===== config.mk =====
export PLATFORM = sky130hd
export DESIGN_NAME = pmod_step_sequencer
export DESIGN_NICKNAME = d
export VERILOG_FILES = /design/src/rtl/pmod_step_sequencer.sv
export SDC_FILE = /design/constraint.sdc
export NUM_CORES = 1
export LEC_CHECK = 0
export BUFFER_PORTS_ARGS = -buffer_cell sky130_fd_sc_hd__buf_2
export CAP_MARGIN = 10
export CORE_UTILIZATION = 50
export CTS_CLUSTER_DIAMETER = 150
export DETAILED_ROUTE_END_ITERATION = 8
export HOLD_SLACK_MARGIN = 0.02
export PLACE_DENSITY = 0.69
export SYNTH_ARGS = -nofsm -noshare
export SYNTH_HDL_FRONTEND = slang
export SYNTH_SLANG_ARGS = --single-unit

===== constraint.sdc =====
create_clock -name clk -period 6.85 [get_ports clk]
set_input_delay 0.685 -clock clk [delete_from_list [all_inputs] [get_ports clk]]
set_output_delay 0.685 -clock clk [all_outputs]
set_load 0.01 [all_outputs]

===== src/rtl/pmod_step_sequencer.sv =====
// Step/direction motion sequencer for the PmodStep coil driver.
// Takes one move command at a time over a valid/ready handshake, then drives
// the driver's enable, direction and step strobe at the commanded rate. It
// also keeps a signed absolute position that wraps modulo 2^STEPS_W.
module pmod_step_sequencer #(
  parameter int STEPS_W    = 16,
  parameter int PERIOD_W   = 24,
  parameter int MIN_PERIOD = 2,
  parameter int SETTLE_CYC = 100,
  parameter int HOLD_CYC   = 1000
) (
  input  logic                clk,
  input  logic                rst,
  input  logic                cmd_valid,
  output logic                cmd_ready,
  input  logic                cmd_dir,
  input  logic [STEPS_W-1:0]  cmd_steps,
  input  logic [PERIOD_W-1:0] cmd_period,
  input  logic                abort,
  input  logic                pos_clear,
  output logic                drv_en,
  output logic                drv_dir,
  output logic                drv_step,
  output logic                busy,
  output logic                done,
  output logic                done_aborted,
  output logic [STEPS_W-1:0]  position
);

  typedef enum logic [1:0] {IDLE, SETTLE, RUN, HOLD} state_t;

  // SETTLE and HOLD never overlap, so one phase counter serves both.
  localparam int PHASE_MAX = (SETTLE_CYC > HOLD_CYC) ? SETTLE_CYC : HOLD_CYC;
  localparam int PHASE_W   = (PHASE_MAX > 1) ? $clog2(PHASE_MAX) : 1;
  localparam logic [PHASE_W-1:0]  SETTLE_LAST = PHASE_W'(SETTLE_CYC - 1);
  localparam logic [PHASE_W-1:0]  HOLD_LAST   = PHASE_W'(HOLD_CYC - 1);
  localparam logic [PERIOD_W-1:0] MIN_P       = PERIOD_W'(MIN_PERIOD);

  state_t              state;
  logic [PHASE_W-1:0]  phase_cnt;
  logic [PERIOD_W-1:0] period_q;
  logic [PERIOD_W-1:0] run_cnt;
  logic [PERIOD_W-1:0] run_cnt_nxt;
  logic [STEPS_W-1:0]  remaining;
  logic                aborted;
  logic                accept;
  logic                last_strobe;
  logic                strobe_nxt;

  assign cmd_ready   = (state == IDLE);
  assign busy        = (state != IDLE);
  assign accept      = cmd_valid && cmd_ready;
  assign last_strobe = drv_step && (remaining == STEPS_W'(1));

  // Period counter value for the coming cycle; restarts on RUN entry and
  // after every strobe. drv_step is registered, so the strobe is decided
  // one cycle ahead from this look-ahead count.
  always_comb begin
    run_cnt_nxt = run_cnt + PERIOD_W'(1);
    if (state != RUN || drv_step) run_cnt_nxt = '0;
    strobe_nxt = (run_cnt_nxt == period_q - PERIOD_W'(1));
  end

  // Sequencer FSM with registered driver outputs and position tracking.
  // NOTE: every register here uses <= so all updates see pre-edge values;
  // blocking assignments would make ordering inside the block matter.
  always_ff @(posedge clk or posedge rst) begin
    if (rst) begin
      state        <= IDLE;
      phase_cnt    <= '0;
      period_q     <= MIN_P;
      run_cnt      <= '0;
      remaining    <= '0;
      aborted      <= 1'b0;
      drv_en       <= 1'b0;
      drv_dir      <= 1'b0;
      drv_step     <= 1'b0;
      done         <= 1'b0;
      done_aborted <= 1'b0;
      position     <= '0;
    end else begin
      done     <= 1'b0;
      drv_step <= 1'b0;
      unique case (state)
        IDLE: begin
          if (pos_clear) position <= '0;
          if (accept) begin
            drv_dir   <= cmd_dir;
            period_q  <= (cmd_period < MIN_P) ? MIN_P : cmd_period;
            remaining <= cmd_steps;
            aborted   <= 1'b0;
            phase_cnt <= '0;
            if (cmd_steps == '0) begin
              done         <= 1'b1;
              done_aborted <= 1'b0;
            end else begin
              state  <= SETTLE;
              drv_en <= 1'b1;
            end
          end
        end
        SETTLE: begin
          if (abort) begin
            state     <= HOLD;
            aborted   <= 1'b1;
            phase_cnt <= '0;
          end else if (phase_cnt == SETTLE_LAST) begin
            state    <= RUN;
            run_cnt  <= run_cnt_nxt;
            drv_step <= strobe_nxt;
          end else begin
            phase_cnt <= phase_cnt + PHASE_W'(1);
          end
        end
        RUN: begin
          // A strobe coinciding with abort is still counted.
          if (drv_step) begin
            remaining <= remaining - STEPS_W'(1);
            position  <= drv_dir ? position + STEPS_W'(1)
                                 : position - STEPS_W'(1);
          end
          run_cnt <= run_cnt_nxt;
          if (abort || last_strobe) begin
            state     <= HOLD;
            aborted   <= abort;
            phase_cnt <= '0;
          end else begin
            drv_step <= strobe_nxt;
          end
        end
        HOLD: begin
          if (phase_cnt == HOLD_LAST) begin
            state        <= IDLE;
            drv_en       <= 1'b0;
            done         <= 1'b1;
            done_aborted <= aborted;
          end else begin
            phase_cnt <= phase_cnt + PHASE_W'(1);
          end
        end
      endcase
    end
  end

endmodule

# Word level (Yosys, flattened, before mapping)
# Cells that the tools add are included.
[classes]
addsub = 6
n_lt_le_gt_ge = 1
n_eq_ne = 21
n_mux = 45
n_reduce_logical = 20
[op_table]
columns = ["op", "n"]
rows = [
  ["two-way mux 24 bit", 4],
  ["two-way mux 16 bit", 5],
  ["case mux 16 bit (2 select lines)", 2],
  ["two-way mux 10 bit", 5],
  ["case mux 24 bit (2 select lines)", 1],
  ["case mux 10 bit (4 select lines)", 1],
  ["subtractor 16 x 1 -> 16 bit (second input constant)", 2],
  ["adder 24 x 1 -> 24 bit (second input constant)", 1],
  ["== test 24 bit", 1],
  ["less-than comparator 24 x 2 -> 1 bit (second input constant)", 1],
  ["subtractor 24 x 1 -> 24 bit (second input constant)", 1],
  ["inequality test 2 bit (second input constant)", 9],
  ["adder 16 x 1 -> 16 bit (second input constant)", 1],
  ["== test 16 x 1 -> 1 bit (second input constant)", 1],
  ["zero test 16 bit", 1],
  ["AND reduction 4 bit", 4],
  ["two-way mux 1 bit", 15],
  ["two-way mux 2 bit", 6],
  ["adder 10 x 1 -> 10 bit (second input constant)", 1],
  ["== test 10 bit (second input constant)", 1],
  ["== test 10 x 7 -> 1 bit (second input constant)", 1],
  ["AND reduction 3 bit", 3],
  ["case mux 1 bit (2 select lines)", 4],
  ["case mux 2 bit (4 select lines)", 1],
  ["other kinds (12)", 21],
]
[totals]
reg_bits = 98
input_bits = 46
output_inout_bits = 23
word_cells = 105

# Longest topological paths before layout
# Gate-level depths: netlist (run 1).
[logic_depth]
depth_word = 7
depth_mapped = 11
mapped_depth_nobuf = 10

# Worst setup path after synthesis (run 1)
# OpenSTA, ideal clock, no wires.
[synth_timing]
path_kind = "register -> register"
start = "register drv_dir"
end = "register position[14]"
setup_ns = 0.121
t_arrival_ns = 2.566
required_time_ns = 6.729
path_slack_ns = 4.163
path_stages_with_launch = 11
path_buffers = 0
synth_period_minus_slack_ns = 2.687
cell_sequence = "dfrtp_1 inv_1 ha_1 nor2b_1 o21ai_1 a21oi_1 o41a_1 a221oi_1 a21oi_1 xor2_1 a22o_1"
[synth_via]
elab_chain_len = 3
[synth_lines]
columns = ["item", "line_no", "source"]
rows = [
  ["start: declaration", "22", "output logic drv_dir,"],
  ["start signal: assignment", "88", "drv_dir <= cmd_dir;"],
  ["two-way mux 16 bit", "119", "position <= drv_dir ? position + STEPS_W'(1)"],
  ["two-way mux 16 bit", "117", "if (drv_step) begin"],
  ["case mux 16 bit (2 select lines)", "84", "unique case (state)"],
  ["end signal: assignment", "119", ""],
  ["end: declaration", "27", "output logic [STEPS_W-1:0] position"],
]
# Every way passes these cells. The select of a mux whose other input is x is not followed.
# A chain may end at the register's enable or synchronous reset.

# Worst setup path after layout (run 1)
[layout_timing]
start = "register state[0]"
end = "register phase_cnt[6]"
[layout_via]
elab_chain_len = 4
word_cells_on_any_way = 11
classes_between = "7 x eq/ne; 1 x mux; 3 x reduce/logical"
[layout_lines]
columns = ["item", "line_no", "source"]
rows = [
  ["start: declaration", "39", "state_t state;"],
  ["start signal: assignment", "69", "state <= IDLE;"],
  ["start signal: assignment", "97", "state <= SETTLE;"],
  ["start signal: assignment", "104", "state <= HOLD;"],
  ["zero test 2 bit", "50, 84", ""],
  ["logical AND 1 bit", "52", "assign accept = cmd_valid && cmd_ready;"],
  ["inequality test 2 x 1 -> 1 bit (no line)", "--", ""],
  ["AND reduction 4 bit (no line)", "--", ""],
  ["end signal: assignment", "112", "phase_cnt <= phase_cnt + PHASE_W'(1);"],
  ["end signal: assignment", "138", "phase_cnt <= phase_cnt + PHASE_W'(1);"],
  ["end: declaration", "40", "logic [PHASE_W-1:0] phase_cnt;"],
]
# Parallel ways exist; a longest one is shown, timed or not.

==> results of run 1 <==
[path summary, 6_finish.rpt]
kind | startpoint | end | slack (ps)
min reg2reg | phase_cnt[0] | phase_cnt[0] | 510
max reg2reg | state[0] | phase_cnt[6] | 3540
max | state[0] | phase_cnt[6] | 3540
min | rst | period_q[14] | 390
max in group asynchronous | rst | position[10] | 5340
min in group clk | phase_cnt[0] | phase_cnt[0] | 510
[routing by layer]
| layer | wire, um | part of all wire [%] | up-vias | track usage (%) |
|---|---|---|---|---|
| met2 | 7470 | 47 | 123 | 39.1 |
| met1 | 7580 | 47 | 2800 | 32.7 |
| met4 | 221 | 1.4 | 0 | 7.87 |
| li1 | - | - | 2845 | - |
| met5 | 0 | 0 | - | 0 |
| met3 | 691 | 4.3 | 16 | 3.75 |
[registers in the layout, indices dropped and copies added (netlist names)]
| signal | cells |
|---|---|
| period_q | 24 |
| run_cnt | 24 |
| position | 16 |
| remaining | 16 |
| phase_cnt | 10 |
| state | 2 |
| aborted | 1 |
| done | 1 |
| done_aborted | 1 |
| drv_dir | 1 |
| drv_en | 1 |
| drv_step | 1 |
[worst reg2reg max path: stages (launching register included)]
cell      delay [ps]
dfrtp_1          390
inv_1            100
ha_1             230
buf_4            250
inv_1            400
nor2_1            80
o31ai_1          100
nand2_1          140
a211oi_1         940
and2b_1          370
nand2_1          100
o21ai_1          140
[stage by stage]
stage / power, mW / area, um^2 / hold slack (ps) / worst slack, ps
after detailed placement: 2.40 / 7140 / 502 / 3580
after floorplan: 2.06 / 6660 / 457 / 3600
after global placement: 2.34 / 7140 / 487 / 3720
final: 2.89 / 7410 / 393 / 3540
after global routing: 3.12 / 7410 / 455 / 3170
after CTS: 2.90 / 7410 / 416 / 3560
[cell type report]
| class | instances | area, um^2 |
|---|---|---|
| repair buffers | 73 | 378 |
| clock buffers | 9 | 225 |
| flip-flops and latches | 98 | 2450 |
| multi-input cells | 601 | 4000 |
| fillers | 1199 | 5410 |
| well taps | 172 | 215 |
| clock inverters | 7 | 52.6 |
| inverters | 24 | 92.6 |
[Yosys cell counts (20+ instances only)]
cell | number | share of area [%]
a21oi_1 | 47 | 3.5
clkbuf_1 | 20 | 1.1
dfrtp_1 | 97 | 36
ha_1 | 23 | 4.3
inv_1 | 24 | 1.4
mux2_2 | 27 | 4.6
nand2_1 | 73 | 4.1
nor2_1 | 50 | 2.8
o21ai_0 | 72 | 5.4
xnor2_1 | 45 | 5.9
[kinds of logic (layout without fill, tap and decap cells)]
| family | count (synthesis) | after routing | synth area share, % |
|---|---|---|---|
| and+or+nand+nor | 285 | 285 | 24.1 |
| xor gates and xnor gates | 64 | 64 | 8.42 |
| buffers and inverters | 51 | 113 | 3.16 |
| AOI/OAI and AO/OA | 192 | 192 | 17.0 |
| adders and majority gates | 24 | 24 | 4.62 |
| DFF | 98 | 98 | 36.9 |
| muxes | 36 | 36 | 5.92 |
[where the power goes]
| group | switching, mW | leakage, nW | internal (mW) | total, mW |
|---|---|---|---|---|
| Combinational | 0.807 | 1.72 | 0.610 | 1.42 |
| Sequential | 0.220 | 1.26 | 0.763 | 0.983 |
| Clock | 0.241 | 0.137 | 0.250 | 0.491 |
| Total | 1.27 | 3.12 | 1.62 | 2.89 |
==> impl_metrics.yaml, run 1 <==
clocking:
  postCtsHoldBufs: 0
  cts_resized: 0
  h-tree-depth: 3
  clock_latency_ps: 360
  cts_tree: "done"
  numCtsBuffers: 9
  cts_post_setup_buffers_inserted: 0
  clk_pin_slew_ps: 70
  clk_path_buf_depth: 2
  clock-root-buffer: "clkbuf_16"
  clkSinkCount: 98
sta:
  tns_ps: 0
  rsz0062_at_grt: "false"
  worstMarginPinSlew_ps: 1160
  setup_viol: 0
  period_share_pct: 48.4
  slew_headroom_pct: 22.5
  fmax_mhz: 302
  period_minus_slack_ps: 3310
  finalHoldViolCount: 0
  drv_slew: 0
  final.setup_skew_ps: 8.78
logic_synthesis:
  ys_seq_area_share_pct: 36.9
  synth_edf_count: 0
  syn_nets: 820
  ys_warn_count: 0
  synthFlopType: "dfrtp_1"
  ys_types: 63
  async_flop_share_pct: 100
  synth_area_mm2: 0.00666
  syn_avg_cell_area_um2: 8.88
  ys_ff_latch: 98
  netlist_instances: 750
drt:
  ant_nets: 0
  drtPass1Iterations: 7
  drc: 0
  vias: 5784
  vias_per_cell: 5.88
  wire_per_inst_um: 16.2
  totalWireLength_um: 16000
  drtIter0Drc: 376
placement:
  dpl.hpwl_um: 11600
  io_buffers: 68
  gp_congestion: 0.840
  dp_cells: 968
global_route:
  grt_pass1_wl_um: 27000
  grt_max_degree: 55
  antenna_found_initial: 0
  grt_use_total_pct: 24.1
  grt-ovfl-total: 0
  grt_pass1_vias: 5568
setup_path:
  critPathMaxFanout: 38
  worst_ep_arrival_time_ps: 3590
  max_stage_delay_ps: 940
  cp_slowest_cell: "a211oi_1"
  cp_num_cells: 11
  critPathCaptureType: "register"
  crit_chain: "inv_1 > ha_1 > buf_4 > inv_1 > nor2_1 > o31ai_1 > nand2_1 > a211oi_1 > and2b_1 > nand2_1 > o21ai_1"
  criticalPathCategory: "reg -> reg"
  start_kind: "register"
  worst-path-buf-inv: 3
  cp.required_ps: 7130
  rr_worst_depth: 11
  path_delay_family: "compound AO/OA/AOI/OAI gates"
pwr:
  power.density_mw_per_mm2: 390
  ir_worst_vdd_uv: 193
  p_leak_nw: 3.12
finish:
  diodes: 0
  final_core_util_pct: 57.8
  drive_gt1_share_pct: 17.7
  finalNonFillerCells: 984
  num-nets-final: 877
  area_growth_pct: 11.4
  final_cell_mix: "97 x dfrtp_1, 73 x nand2_1, 71 x o21ai_0"
  layout_commonest_cell: "dfrtp_1"
floorplanning:
  die_area_mm2: 0.0138
  io_pins: 69
  die_height_um: 117
  die_x_um: 117
  num_rows: 41
  initial_utilization_pct: 51.9
  core-area_mm2: 0.0128
run_status:
  status: "completed"
worst_hold_path:
  hold_path_class: "in -> async"
job:
  max_cap_violations: 0
Note: power is estimated with default switching activity, not from simulation.
==> inputs of run 2 (changes only) <==
--- a/config.mk
+++ b/config.mk
@@ -11,7 +11,7 @@
 export CTS_CLUSTER_DIAMETER = 150
 export DETAILED_ROUTE_END_ITERATION = 8
 export HOLD_SLACK_MARGIN = 0.02
-export PLACE_DENSITY = 0.69
+export PLACE_DENSITY = 0.72
 export SYNTH_ARGS = -nofsm -noshare
 export SYNTH_HDL_FRONTEND = slang
 export SYNTH_SLANG_ARGS = --single-unit
==> constraint.sdc (replaced) <==
create_clock -name clk -period 3.02 [get_ports clk]
set_input_delay 0.302 -clock clk [delete_from_list [all_inputs] [get_ports clk]]
set_output_delay 0.302 -clock clk [all_outputs]
set_load 0.01 [all_outputs]
==> run 2 against run 1 <==
Critical path depth down 1. Count of clock-buffer cells in the layout rose by 3. Sequential cell count unchanged. Non-clock buffer count rose by 11. Wire length grew 2.0%. Register-to-register slack lost 3200 ps. Global-route usage grew 0.65 points. Critical endpoint is now position[14]. Hold slack worse by 290 ps. Sequential power increased by 130%.
==> impl_metrics.yaml, run 2 (synthesis gave the netlist of run 1 again) <==
drt:
  vias_per_cell: 5.98
  drtPass1Iterations: 5
  ant_nets: 0
  drtIter0Drc: 420
  wire_per_inst_um: 16.4
  vias: 5948
  drc: 0
  totalWireLength_um: 16300
clocking:
  clk_pin_slew_ps: 60
  cts_tree: "done"
  clock-root-buffer: "clkbuf_16"
  numCtsBuffers: 9
  postCtsHoldBufs: 0
  h-tree-depth: 3
  clock_latency_ps: 350
  clkSinkCount: 98
  cts_post_setup_buffers_inserted: 0
  clk_path_buf_depth: 2
setup_path:
  criticalPathCategory: "reg -> reg"
  critPathCaptureType: "register"
  rrSetupSlack_ps: 330
  cp.required_ps: 3260
  worst_ep_arrival_time_ps: 2930
  start_kind: "register"
  critPathMaxFanout: 9
floorplanning:
  die_x_um: 117
  die_area_mm2: 0.0138
  io_pins: 69
  core-area_mm2: 0.0128
  initial_utilization_pct: 51.9
  die_height_um: 117
  num_rows: 41
job:
  max_cap_violations: 0
finish:
  num-nets-final: 888
  largestRegisters: "period_q: 24 flops, run_cnt: 24 flops"
  fin_area_mm2: 0.00754
  final_cell_mix: "97 x dfrtp_1, 73 x nand2_1, 71 x o21ai_0"
  layout_commonest_cell: "dfrtp_1"
  diodes: 0
  drive_gt1_share_pct: 18.6
  num-fill-cells: 1140
  area_growth_pct: 13.2
sta:
  slew_headroom_pct: 47.3
  worstMarginPinSlew_ps: 790
  finalHoldViolCount: 0
  setup_viol: 0
  tns_ps: 0
  drv_slew: 0
  fmax_mhz: 372
  period_share_pct: 89.1
  rsz0062_at_grt: "false"
  final.setup_skew_ps: 8.02
  period_minus_slack_ps: 2690
global_route:
  grt_pass1_wl_um: 28100
  grt-ovfl-total: 0
  grt_max_degree: 61
  antenna_found_initial: 0
  grt_use_total_pct: 24.7
  grt_pass1_vias: 5917
worst_hold_path:
  hold_path_class: "in -> async"
pwr:
  power.density_mw_per_mm2: 897
  ir_worst_vdd_uv: 472
  p_leak_nw: 3.19
placement:
  dpl.hpwl_um: 11700
  gp_congestion: 0.875
  placed_cell_area_mm2: 0.00723
  io_buffers: 68
run_status:
  status: "completed"
## run 2: stage by stage
| stage | hold WS (ps) | power [mW] | utilization, % | worst slack [ps] | std cells |
|---|---|---|---|---|---|
| floorplan | 435 | 4.67 | - | 158 | 750 |
| global placement | 483 | 5.35 | 56.4 | 297 | 979 |
| detailed placement | 489 | 5.52 | 56.4 | 242 | 979 |
| CTS | 127 | 6.76 | 58.7 | 225 | 994 |
| global route | 154 | 7.26 | 58.8 | 0.995 | 994 |
| finish | 99.3 | 6.76 | 58.8 | 328 | 994 |
## run 2: final timing paths
| kind | to | from | cells after the start |
|---|---|---|---|
| worst max-delay path | position[14] | drv_dir | 10 |
| worst min-delay path | period_q[10] | rst | 2 |
| worst max register to register | position[14] | drv_dir | 10 |
| worst min register to register | phase_cnt[6] | phase_cnt[6] | 1 |
| max in group asynchronous | state[1] | rst | 3 |
| min in group clk | period_q[0] | cmd_period[0] | 2 |
## run 2: final cells by class
type                       count  area [um^2]  area share (%)
inverter                      24         92.6            1.23
timing repair buffer          84          473            6.27
clock buffer                  12          236            3.14
tap                          172          215            2.85
clock inverter                 3         65.1           0.863
sequential                    98         2450            32.5
multi-input combinational    601         4000            53.1
## run 2: power by group
group          total [mW]  internal, mW  switching [mW]
combinational        3.32          1.45            1.87
clock                1.21         0.721           0.486
sequential           2.24          1.73           0.504
total                6.76          3.90            2.86
## run 2: repair_timing
action / in CTS / in global routing
hold endpoints to repair: 0 / 0
resized for setup: 0 / 2
setup endpoints to repair: 0 / 2
## run 2: layer usage
metal | global-route usage, % | up-vias | share of wire, %
met5 | 0 | - | 0
met1 | 32.3 | 2884 | 46
li1 | - | 2873 | -
met3 | 4.57 | 37 | 4.4
met4 | 11.3 | 0 | 2.7
met2 | 39.7 | 154 | 47
## run 2: critical path: stages (launching register included)
cell	delay, ps
dfrtp_1	420
inv_2	110
buf_4	190
ha_1	360
o21ai_0	160
a21oi_1	90
o41a_1	410
a221oi_1	330
a21oi_1	140
xor2_1	160
a22o_1	200
==> inputs of run 3 (changes only) <==
--- a/config.mk
+++ b/config.mk
@@ -7,8 +7,10 @@
 export LEC_CHECK = 0
 export BUFFER_PORTS_ARGS = -buffer_cell sky130_fd_sc_hd__buf_2
 export CAP_MARGIN = 10
+export CORE_MARGIN = 2
 export CORE_UTILIZATION = 50
-export CTS_CLUSTER_DIAMETER = 150
+export CTS_BUF_LIST = sky130_fd_sc_hd__clkbuf_8
+export CTS_CLUSTER_DIAMETER = 50
 export DETAILED_ROUTE_END_ITERATION = 8
 export HOLD_SLACK_MARGIN = 0.02
 export PLACE_DENSITY = 0.72
==> run 3 against run 2 <==
Hold slack worse by 55 ps. Largest power group unchanged. Clock power fell by 23%. Non-clock buffer count is 4 higher. Via count down 1.3%. Critical endpoint unchanged. Largest cell class unchanged. Worst setup slack got worse by 140 ps. Total power down 3.9%. First-iteration DRC count shrank 18%. Clock skew is 1.5 ps lower. Utilization down 1.8 points. Design area is 0.66% lower.
==> impl_metrics.yaml, run 3 (synthesis gave the netlist of run 1 again) <==
run_status:
  status: "completed"
pwr:
  switchingPower_mw: 2.84
  power.density_mw_per_mm2: 868
  cell_internal_pwr_mw: 3.66
  p_sw_share_pct: 43.7
  finalPower_mw: 6.50
  ir_worst_vdd_uv: 459
  p_leak_nw: 3.16
  clkPwrFrac_pct: 14.3
  pwr-share-seq_pct: 34.3
  p_comb_share_pct: 51.4
placement:
  gp_congestion: 0.892
  io_buffers: 68
  dpl.hpwl_um: 11900
setup_path:
  worst_ep_arrival_time_ps: 3110
  path_delay_family: "compound AO/OA/AOI/OAI gates"
  critPathMaxFanout: 5
  max_stage_delay_ps: 500
  worst-path-buf-inv: 1
  start_kind: "register"
  cp.required_ps: 3300
  regToRegStartpoint: "drv_dir"
  cp_slowest_cell: "dfrtp_1"
  critPathCaptureType: "register"
  criticalPathCategory: "reg -> reg"
  cpMostUsedCell: "a21oi_1"
  cp-startpoint: "drv_dir"
  crit_chain: "clkinvlp_4 > ha_1 > nor2b_1 > o21ai_1 > a21oi_1 > o41a_1 > a221oi_2 > a21oi_1 > xor2_1 > a22o_1"
drt:
  vias_per_cell: 5.85
  drtIter0Drc: 344
  drtPass1Iterations: 5
  vias: 5872
  totalWireLength_um: 16000
  wire_per_inst_um: 16.0
  ant_nets: 0
  drc: 0
sta:
  final.setup_skew_ps: 6.50
  setup_viol: 0
  slew_headroom_pct: 51.1
  drv_slew: 0
  period_minus_slack_ps: 2830
  tns_ps: 0
  fmax_mhz: 354
  rsz0062_at_grt: "false"
  period_share_pct: 93.6
  finalHoldViolCount: 0
  worstMarginPinSlew_ps: 734
finish:
  layout_commonest_cell: "dfrtp_1"
  final_cell_mix: "97 x dfrtp_1, 73 x nand2_1, 71 x o21ai_0"
  drive_gt1_share_pct: 19.3
  multi_input_area_mm2: 0.00400
  area_growth_pct: 12.5
  largestRegisters: "period_q: 24 flops, run_cnt: 24 flops"
  diodes: 0
  seq_area_mm2: 0.00245
  num-fill-cells: 1175
  num-nets-final: 893
clocking:
  clock_latency_ps: 380
  cts_tree: "done"
  numCtsBuffers: 9
  clkSinkCount: 98
  postCtsHoldBufs: 0
  clock-root-buffer: "clkbuf_8"
  clk_path_buf_depth: 2
  clk_pin_slew_ps: 90
  h-tree-depth: 3
floorplanning:
  die_height_um: 119
  num_rows: 42
  initial_utilization_pct: 50.7
  die_x_um: 119
  core-area_mm2: 0.0131
  io_pins: 69
  die_area_mm2: 0.0143
global_route:
  grt-ovfl-total: 0
  grt_use_total_pct: 23.4
  grt_pass1_wl_um: 27300
  grt_max_degree: 58
  antenna_found_initial: 0
  grt_pass1_vias: 5798
worst_hold_path:
  hold_path_class: "in -> async"
job:
  max_cap_violations: 0
==> run 3: repair_timing <==
item	in CTS	in global routing
endpoints found under the setup margin	0	2
resized for setup	0	2
setup buffers	0	3
hold endpoints to repair	0	0
==> run 3: worst register-to-register path: stages (launching register included) <==
cell	delay, ps
dfrtp_1	500
clkinvlp_4	220
ha_1	370
nor2b_1	160
o21ai_1	160
a21oi_1	120
o41a_1	420
a221oi_2	300
a21oi_1	130
xor2_1	150
a22o_1	200
==> run 3: power by group through the flow <==
stage / clock (mW) / sequential [mW] / combinational (mW)
after floorplan: 0 / 2.14 / 2.53
after global placement: 0 / 2.21 / 3.15
after detailed placement: 0 / 2.24 / 3.29
after CTS: 0.954 / 2.21 / 3.31
after global routing: 1.01 / 2.30 / 3.71
final: 0.926 / 2.23 / 3.34
==> run 3: path summary, 6_finish.rpt <==
path	slack, ps	to	depth (start not counted)
max	190	position[14]	10
min	40	period_q[6]	2
max reg2reg	190	position[14]	10
min reg2reg	500	phase_cnt[6]	1
max in group asynchronous	2320	run_cnt[18]	3
min in group clk	140	period_q[0]	2
==> run 3: cell type report <==
cell class | instances | area share [%]
sequential | 98 | 32.8
clock inverter | 6 | 1.10
clock buffer | 9 | 1.65
timing repair buffer | 88 | 6.72
multi-input combinational | 601 | 53.5
timing repair inverter | 1 | 0.0668
inverter | 24 | 1.29
tap | 176 | 2.94
==> run 3: metal layers <==
metal,GRT usage (%),routed length [um]
met4,9.26,344
met1,31.0,7290
met3,3.40,670
met2,38.6,7720
met5,0,0
==> run 3: stage by stage <==
step | utilization, % | instance area, um^2 | instances | hold slack, ps | setup WS, ps
finish | 57.0 | 7490 | 1003 | 44.1 | 193
global route | 57.0 | 7490 | 1003 | 99.4 | 2.12
CTS | 56.7 | 7450 | 999 | 59.0 | 146
detailed placement | 55.1 | 7240 | 984 | 487 | 169
global placement | 55.1 | 7240 | 984 | 483 | 272
floorplan | - | 6660 | 750 | 435 | 158
